**src/rtl/bomb_controller_if.sv**
```systemverilog
// Player-to-bomb bundle: frame timing, key requests and sprite position in;
// latched bomb position and FSM status out to the colour mapper.
interface bomb_controller_if;
  logic       frame_tick;
  logic       place;
  logic       chain;
  logic [9:0] userX;
  logic [9:0] userY;
  logic [9:0] bombX;
  logic [9:0] bombY;
  logic [9:0] bombS;
  logic       bomb_vis;
  logic       exploding;
  logic       explode_pulse;
  logic       ready;
  logic [7:0] fuse_left;

  modport master (
    output frame_tick, place, chain, userX, userY,
    input  bombX, bombY, bombS, bomb_vis, exploding, explode_pulse, ready, fuse_left
  );

  modport slave (
    input  frame_tick, place, chain, userX, userY,
    output bombX, bombY, bombS, bomb_vis, exploding, explode_pulse, ready, fuse_left
  );
endinterface

```
**src/rtl/bomb_controller.sv**
```systemverilog
// Single-bomb lifecycle: place on a key edge, burn a frame-counted fuse,
// display the blast, then enforce a cooldown before the next placement.
module bomb_controller #(
  parameter int unsigned FUSE_FRAMES     = 120,
  parameter int unsigned BLAST_FRAMES    = 30,
  parameter int unsigned COOLDOWN_FRAMES = 15
) (
  input  logic             Clk,
  input  logic             Reset,
  bomb_controller_if.slave bus
);

  typedef enum logic [1:0] {IDLE, ARMED, EXPLODE, COOLDOWN} state_t;

  localparam logic [7:0] FUSE_CNT  = 8'(FUSE_FRAMES);
  localparam logic [7:0] BLAST_CNT = 8'(BLAST_FRAMES);
  localparam logic [7:0] COOL_CNT  = 8'(COOLDOWN_FRAMES);
  localparam logic [9:0] X_MAX     = 10'd624;
  localparam logic [9:0] Y_MAX     = 10'd464;

  // Snap to the 16-pixel grid, then keep the sprite fully on screen.
  function automatic logic [9:0] snap_clamp(input logic [9:0] pos, input logic [9:0] lim);
    logic [9:0] snapped;
    snapped = pos & 10'h3F0;
    return (snapped > lim) ? lim : snapped;
  endfunction

  state_t     state_q, state_d;
  logic [7:0] cnt_q, cnt_d;
  logic [9:0] bomb_x_q, bomb_x_d;
  logic [9:0] bomb_y_q, bomb_y_d;
  logic       place_q;
  logic       pulse_q, pulse_d;
  logic       place_evt;

  assign place_evt = bus.place & ~place_q;

  always_ff @(posedge Clk or posedge Reset) begin
    if (Reset) begin
      state_q  <= IDLE;
      cnt_q    <= 8'd0;
      bomb_x_q <= 10'd0;
      bomb_y_q <= 10'd0;
      place_q  <= 1'b1;
      pulse_q  <= 1'b0;
    end else begin
      state_q  <= state_d;
      cnt_q    <= cnt_d;
      bomb_x_q <= bomb_x_d;
      bomb_y_q <= bomb_y_d;
      place_q  <= bus.place;
      pulse_q  <= pulse_d;
    end
  end

  always_comb begin
    state_d  = state_q;
    cnt_d    = cnt_q;
    bomb_x_d = bomb_x_q;
    bomb_y_d = bomb_y_q;
    pulse_d  = 1'b0;
    case (state_q)
      IDLE: begin
        if (place_evt) begin
          state_d  = ARMED;
          cnt_d    = FUSE_CNT;
          bomb_x_d = snap_clamp(bus.userX, X_MAX);
          bomb_y_d = snap_clamp(bus.userY, Y_MAX);
        end
      end
      ARMED: begin
        // A chained detonation swallows any coincident tick.
        if (bus.chain || (bus.frame_tick && cnt_q <= 8'd1)) begin
          state_d = EXPLODE;
          cnt_d   = BLAST_CNT;
          pulse_d = 1'b1;
        end else if (bus.frame_tick) begin
          cnt_d = cnt_q - 8'd1;
        end
      end
      EXPLODE: begin
        if (bus.frame_tick) begin
          if (cnt_q > 8'd1) begin
            cnt_d = cnt_q - 8'd1;
          end else begin
            state_d = COOLDOWN;
            cnt_d   = COOL_CNT;
          end
        end
      end
      COOLDOWN: begin
        if (bus.frame_tick) begin
          if (cnt_q > 8'd1) begin
            cnt_d = cnt_q - 8'd1;
          end else begin
            state_d = IDLE;
            cnt_d   = 8'd0;
          end
        end
      end
      default: begin
        state_d = IDLE;
        cnt_d   = 8'd0;
      end
    endcase
  end

  assign bus.bombX         = bomb_x_q;
  assign bus.bombY         = bomb_y_q;
  assign bus.bombS         = 10'd17;
  assign bus.bomb_vis      = (state_q == ARMED) || (state_q == EXPLODE);
  assign bus.exploding     = (state_q == EXPLODE);
  assign bus.explode_pulse = pulse_q;
  assign bus.ready         = (state_q == IDLE);
  assign bus.fuse_left     = (state_q == ARMED) ? cnt_q : 8'd0;

endmodule

```
**src/flat_wrapper.sv**
```systemverilog
// flat-port wrapper written by rule: the top's interface ports become plain ports
module bomb_controller_flat 
#(
  parameter int unsigned FUSE_FRAMES     = 120,
  parameter int unsigned BLAST_FRAMES    = 30,
  parameter int unsigned COOLDOWN_FRAMES = 15
)
  (Clk, Reset, bus_frame_tick, bus_place, bus_chain, bus_userX, bus_userY, bus_bombX, bus_bombY, bus_bombS, bus_bomb_vis, bus_exploding, bus_explode_pulse, bus_ready, bus_fuse_left);
  bomb_controller_if bus_i ();
  input  logic Clk;
  input  logic Reset;
  input wire logic [$bits(bus_i.frame_tick)-1:0] bus_frame_tick;
  input wire logic [$bits(bus_i.place)-1:0] bus_place;
  input wire logic [$bits(bus_i.chain)-1:0] bus_chain;
  input wire logic [$bits(bus_i.userX)-1:0] bus_userX;
  input wire logic [$bits(bus_i.userY)-1:0] bus_userY;
  output wire logic [$bits(bus_i.bombX)-1:0] bus_bombX;
  output wire logic [$bits(bus_i.bombY)-1:0] bus_bombY;
  output wire logic [$bits(bus_i.bombS)-1:0] bus_bombS;
  output wire logic [$bits(bus_i.bomb_vis)-1:0] bus_bomb_vis;
  output wire logic [$bits(bus_i.exploding)-1:0] bus_exploding;
  output wire logic [$bits(bus_i.explode_pulse)-1:0] bus_explode_pulse;
  output wire logic [$bits(bus_i.ready)-1:0] bus_ready;
  output wire logic [$bits(bus_i.fuse_left)-1:0] bus_fuse_left;
  assign bus_i.frame_tick = bus_frame_tick;
  assign bus_i.place = bus_place;
  assign bus_i.chain = bus_chain;
  assign bus_i.userX = bus_userX;
  assign bus_i.userY = bus_userY;
  assign bus_bombX = bus_i.bombX;
  assign bus_bombY = bus_i.bombY;
  assign bus_bombS = bus_i.bombS;
  assign bus_bomb_vis = bus_i.bomb_vis;
  assign bus_exploding = bus_i.exploding;
  assign bus_explode_pulse = bus_i.explode_pulse;
  assign bus_ready = bus_i.ready;
  assign bus_fuse_left = bus_i.fuse_left;
  bomb_controller #(.FUSE_FRAMES(FUSE_FRAMES), .BLAST_FRAMES(BLAST_FRAMES), .COOLDOWN_FRAMES(COOLDOWN_FRAMES)) u_core (.Clk(Clk), .Reset(Reset), .bus(bus_i));
endmodule
```
**config.mk**
```make
export PLATFORM = sky130hd
export DESIGN_NAME = bomb_controller_flat
export DESIGN_NICKNAME = d
export VERILOG_FILES = /design/src/rtl/bomb_controller_if.sv /design/src/rtl/bomb_controller.sv /design/src/flat_wrapper.sv
export SDC_FILE = /design/constraint.sdc
export NUM_CORES = 1
export LEC_CHECK = 0
export CORE_MARGIN = 10
export CORE_UTILIZATION = 28
export CTS_CLUSTER_SIZE = 24
export DETAILED_ROUTE_END_ITERATION = 10
export PLACE_DENSITY = 0.65
export SLEW_MARGIN = 25
export SYNTH_ARGS = -nofsm -noshare
export SYNTH_HDL_FRONTEND = slang
export SYNTH_SLANG_ARGS = --single-unit
```
**constraint.sdc**
```tcl
create_clock -name Clk -period 3.9 [get_ports Clk]
set_input_delay 0.585 -clock Clk [delete_from_list [all_inputs] [get_ports Clk]]
set_output_delay 0.585 -clock Clk [all_outputs]
set_load 0.05 [all_outputs]
```
==> flow_metrics.env <==
export IMPL_io_pins=67
export IMPL_slew_viol_final=0
export IMPL_cts_hold_buf=0
export IMPL_drc=0
export IMPL_clk_latency_ns=0.28
export IMPL_p_leak_nw=0.8490
export IMPL_drive_above_1_share_pct=6.311
export IMPL_gp_congestion=0.8584
export IMPL_run_status="completed"
export IMPL_via_count=1261
export IMPL_htree_levels=1
export IMPL_worstPathCellList="inv_1 > ha_1 > inv_1 > nor2_1 > clkdlybuf4s50_1"
export IMPL_place_hpwl_um=3041
export IMPL_ant_nets=0
export IMPL_grt_usage_pct=8.874
export IMPL_syn_area_per_cell_um2=8.788
export IMPL_reg2reg_to="u_core.cnt_q[3]$_DFFE_PP0P_"
export IMPL_row_count=26
export IMPL_p_per_area_nw_per_um2=958.8
export IMPL_max_freq_ghz=0.3428
export IMPL_rsz0062_at_grt="false"
export IMPL_peakVddDrop_mv=0.3654
export IMPL_ys_ff_latch=24
export IMPL_p_int_w=0.0009046
export IMPL_area_delta_synth_final_pct=31.78
export IMPL_crit_arrival_ns=2.33
export IMPL_synth_cell_type_count=42
export IMPL_start_kind="flop"
export IMPL_antenna_found_initial=0
export IMPL_worstSetupStartpoint="u_core.state_q[1]$_DFFE_PP0P_"
export IMPL_worstHoldPathType="flop to flop"
export IMPL_p_switching_w=0.0009609
export IMPL_num_antenna_cells=0
export IMPL_r2r_slack_ns=1.52
export IMPL_initialDrtViolationCount=44
export IMPL_ys_warn_count=0
export IMPL_crit_slowest_cell="clkdlybuf4s50_1"
export IMPL_critPathMaxFanout=11
export IMPL_seq_area_frac_synth_pct=40.76
export IMPL_path_common_cell="inv_1"
export IMPL_worstSetupEndpointType="output port"
export IMPL_fp_coreArea_um2=5107
export IMPL_period_minus_slack_ns=2.917
export IMPL_critPathRequiredTime_ns=3.31
export IMPL_wl_um=3847
export IMPL_clkPwrFrac_pct=12.2
export IMPL_cts_tree="built"
export IMPL_cts_resized=0
export IMPL_skew_ns=0.004403
export IMPL_period_share_pct=74.80
export IMPL_port_buffer_count=40
export IMPL_finalSetupViolations=0
export IMPL_grt_max_degree=25
export IMPL_crit_family="buffers and inverters"
export IMPL_die_w_um=92.62
export IMPL_start_util_pct=28.91
export IMPL_syn_inst=168
export IMPL_grt_pass1_vias=1319
export IMPL_tightest_slew_ns=0.9290
export IMPL_cts_root_buf="clkbuf_8"
export IMPL_final_hold_viol_count=0
export IMPL_cts_setup_buffers=0
export IMPL_swShare_pct=51.51
export IMPL_async_flop_share_pct=100.0
export IMPL_clkSlewWorstSetupHoldPaths_ns=0.10
export IMPL_final_nets=238
export IMPL_synth_ff_type="dfrtp_1"
export IMPL_numCtsBuffers=3
export IMPL_relSlewSlack_pct=38.07
export IMPL_clockBufferDepth=2
export IMPL_die_y_um=92.62
export IMPL_max_cap_viol_count=0
export IMPL_synth_edff_count=0
export IMPL_cp_endpoint="bus_fuse_left[5]"
export IMPL_utilization_pct=38.09
export IMPL_fillers=543
export IMPL_critPathKind="flop to output port"
export IMPL_seqPwrFrac_pct=23.4
export IMPL_cts_sinks=24
export IMPL_wl_per_cell_um=13.94
export IMPL_cp_slowest_stage_delay_ns=0.83
export IMPL_r2r_cells=7
export IMPL_regToRegStartpoint="u_core.state_q[0]$_DFFE_PP0P_"
export IMPL_grt_pass1_wl_um=6417
export IMPL_via_per_inst=4.569
export IMPL_p_comb_share_pct=64.3
export IMPL_path_buf_inv=3
export IMPL_netlist_area_um2=1476
export IMPL_dieArea_um2=8578
export IMPL_drtPass1Iterations=5
export IMPL_worst_path_stages=5
export IMPL_tns_ns=0
export IMPL_grt_overflow=0
==> flip-flops by register name, indices dropped and copies added (netlist names) <==
| register | count |
|---|---|
| u_core.bus.bombX | 6 |
| u_core.bus.bombY | 6 |
| u_core.bus.explode_pulse | 1 |
| u_core.cnt_q | 8 |
| u_core.place_q | 1 |
| u_core.state_q | 2 |
==> cells in the final DEF (no fill, tap or decap), types with 3 or more instances in the layout <==
| cell type | synthesis | final |
|---|---|---|
| o22a_1 | 3 | 3 |
| nand2_1 | 18 | 18 |
| nor2_1 | 16 | 16 |
| clkdlybuf4s50_1 | 0 | 40 |
| conb_1 | 2 | 18 |
| ha_1 | 6 | 6 |
| a21oi_1 | 5 | 5 |
| dfrtp_1 | 23 | 23 |
| o22ai_1 | 5 | 5 |
| and2_1 | 6 | 6 |
| a22o_1 | 4 | 4 |
| clkbuf_8 | 0 | 3 |
| inv_1 | 11 | 10 |
| o21ai_0 | 10 | 10 |
| nor3_1 | 3 | 3 |
==> worst min path at each step <==
stage	to	slack [ns]	start	depth (start not counted)
floorplan	u_core.cnt_q[5]$_DFFE_PP0P_	0.52	u_core.cnt_q[5]$_DFFE_PP0P_	2
global placement	u_core.bus.bombX[7]$_DFFE_PP0P_	0.45	u_core.bus.bombX[7]$_DFFE_PP0P_	2
detailed placement	u_core.bus.bombX[7]$_DFFE_PP0P_	0.46	u_core.bus.bombX[7]$_DFFE_PP0P_	2
CTS	u_core.bus.bombY[7]$_DFFE_PP0P_	0.48	u_core.bus.bombY[7]$_DFFE_PP0P_	2
global route	u_core.bus.bombX[8]$_DFFE_PP0P_	0.51	u_core.bus.bombX[8]$_DFFE_PP0P_	2
finish	u_core.bus.bombX[7]$_DFFE_PP0P_	0.47	u_core.bus.bombX[7]$_DFFE_PP0P_	2
==> layout make-up <==
class | instances | area, um^2 | area share [%]
sequential | 24 | 601.8 | 30.93
tap | 70 | 87.58 | 4.502
clock inverter | 1 | 30.03 | 1.543
multi-input combinational | 127 | 743.2 | 38.20
clock buffer | 3 | 41.29 | 2.122
timing repair buffer | 40 | 400.4 | 20.58
inverter | 11 | 41.29 | 2.122
==> Yosys cell counts, types with 2 or more instances <==
| cell type | n | area share [%] |
|---|---|---|
| nor4_1 | 2 | 0.85 |
| nor2_1 | 16 | 4.1 |
| o31ai_1 | 2 | 1.0 |
| o22a_1 | 3 | 1.8 |
| nand2_1 | 18 | 4.6 |
| ha_1 | 6 | 5.1 |
| and2_1 | 6 | 2.5 |
| o21ai_0 | 10 | 3.4 |
| nand3b_1 | 2 | 1.0 |
| o22ai_1 | 5 | 2.1 |
| a22o_1 | 4 | 2.4 |
| clkbuf_1 | 4 | 1.0 |
| dfrtp_1 | 23 | 39 |
| a21oi_1 | 5 | 1.7 |
| buf_4 | 18 | 9.2 |
| inv_1 | 11 | 2.8 |
| nand3_1 | 2 | 0.68 |
| nor3_1 | 3 | 1.0 |
| conb_1 | 2 | 0.51 |
| a31oi_1 | 2 | 0.85 |
| and3_1 | 2 | 0.85 |
| nand2b_1 | 2 | 0.85 |
==> worst register-to-register path: stages, from the launching register on <==
cell and delay (ns):
dfrtp_1 0.41, inv_1 0.10, ha_1 0.44, inv_1 0.15, o221ai_1 0.75, nor3_1 0.10
and3_1 0.20, o22ai_1 0.14
==> power by group through the flow <==
| stage | clock network (W) | registers [W] | logic, W |
|---|---|---|---|
| after global routing | 0.000240 | 0.000454 | 0.00130 |
| after detailed placement | 0 | 0.000443 | 0.00121 |
| after CTS | 0.000231 | 0.000438 | 0.00122 |
| after global placement | 0 | 0.000439 | 0.00119 |
| after floorplan | 0 | 0.000610 | 0.000711 |
| final | 0.000228 | 0.000437 | 0.00120 |
==> logic make-up (layout without fill, tap and decap cells) <==
family | after synthesis | in the layout | share of synthesized area [%]
AO/OA/AOI/OAI | 40 | 40 | 18.39
buffers and inverters | 33 | 55 | 12.97
other | 2 | 18 | 0.5087
flip-flops | 24 | 24 | 40.76
AND/OR/NAND/NOR | 61 | 61 | 20.85
adder cells (fa/ha/maj) | 6 | 6 | 5.085
multiplexers | 2 | 2 | 1.441
==> per-stage QoR <==
stage               area, um^2  cells  hold slack, ns  worst slack (ns)  total power (W)
floorplan                 1536    184          0.5225             1.673         0.001322
global placement          1874    272          0.4497             1.314         0.001631
detailed placement        1874    272          0.4553             1.279         0.001655
CTS                       1946    276          0.4767            0.9725         0.001884
global route              1946    276          0.5065            0.8249         0.001996
finish                    1946    276          0.4716            0.9829         0.001866
==> layer usage <==
layer | global-route usage, % | part of all wire (%)
met1 | 10.76 | 44
met2 | 14.71 | 48
met3 | 3.148 | 7.7
met4 | 2.057 | 0.78
met5 | 0 | 0
(Power assumes the default switching activity.)
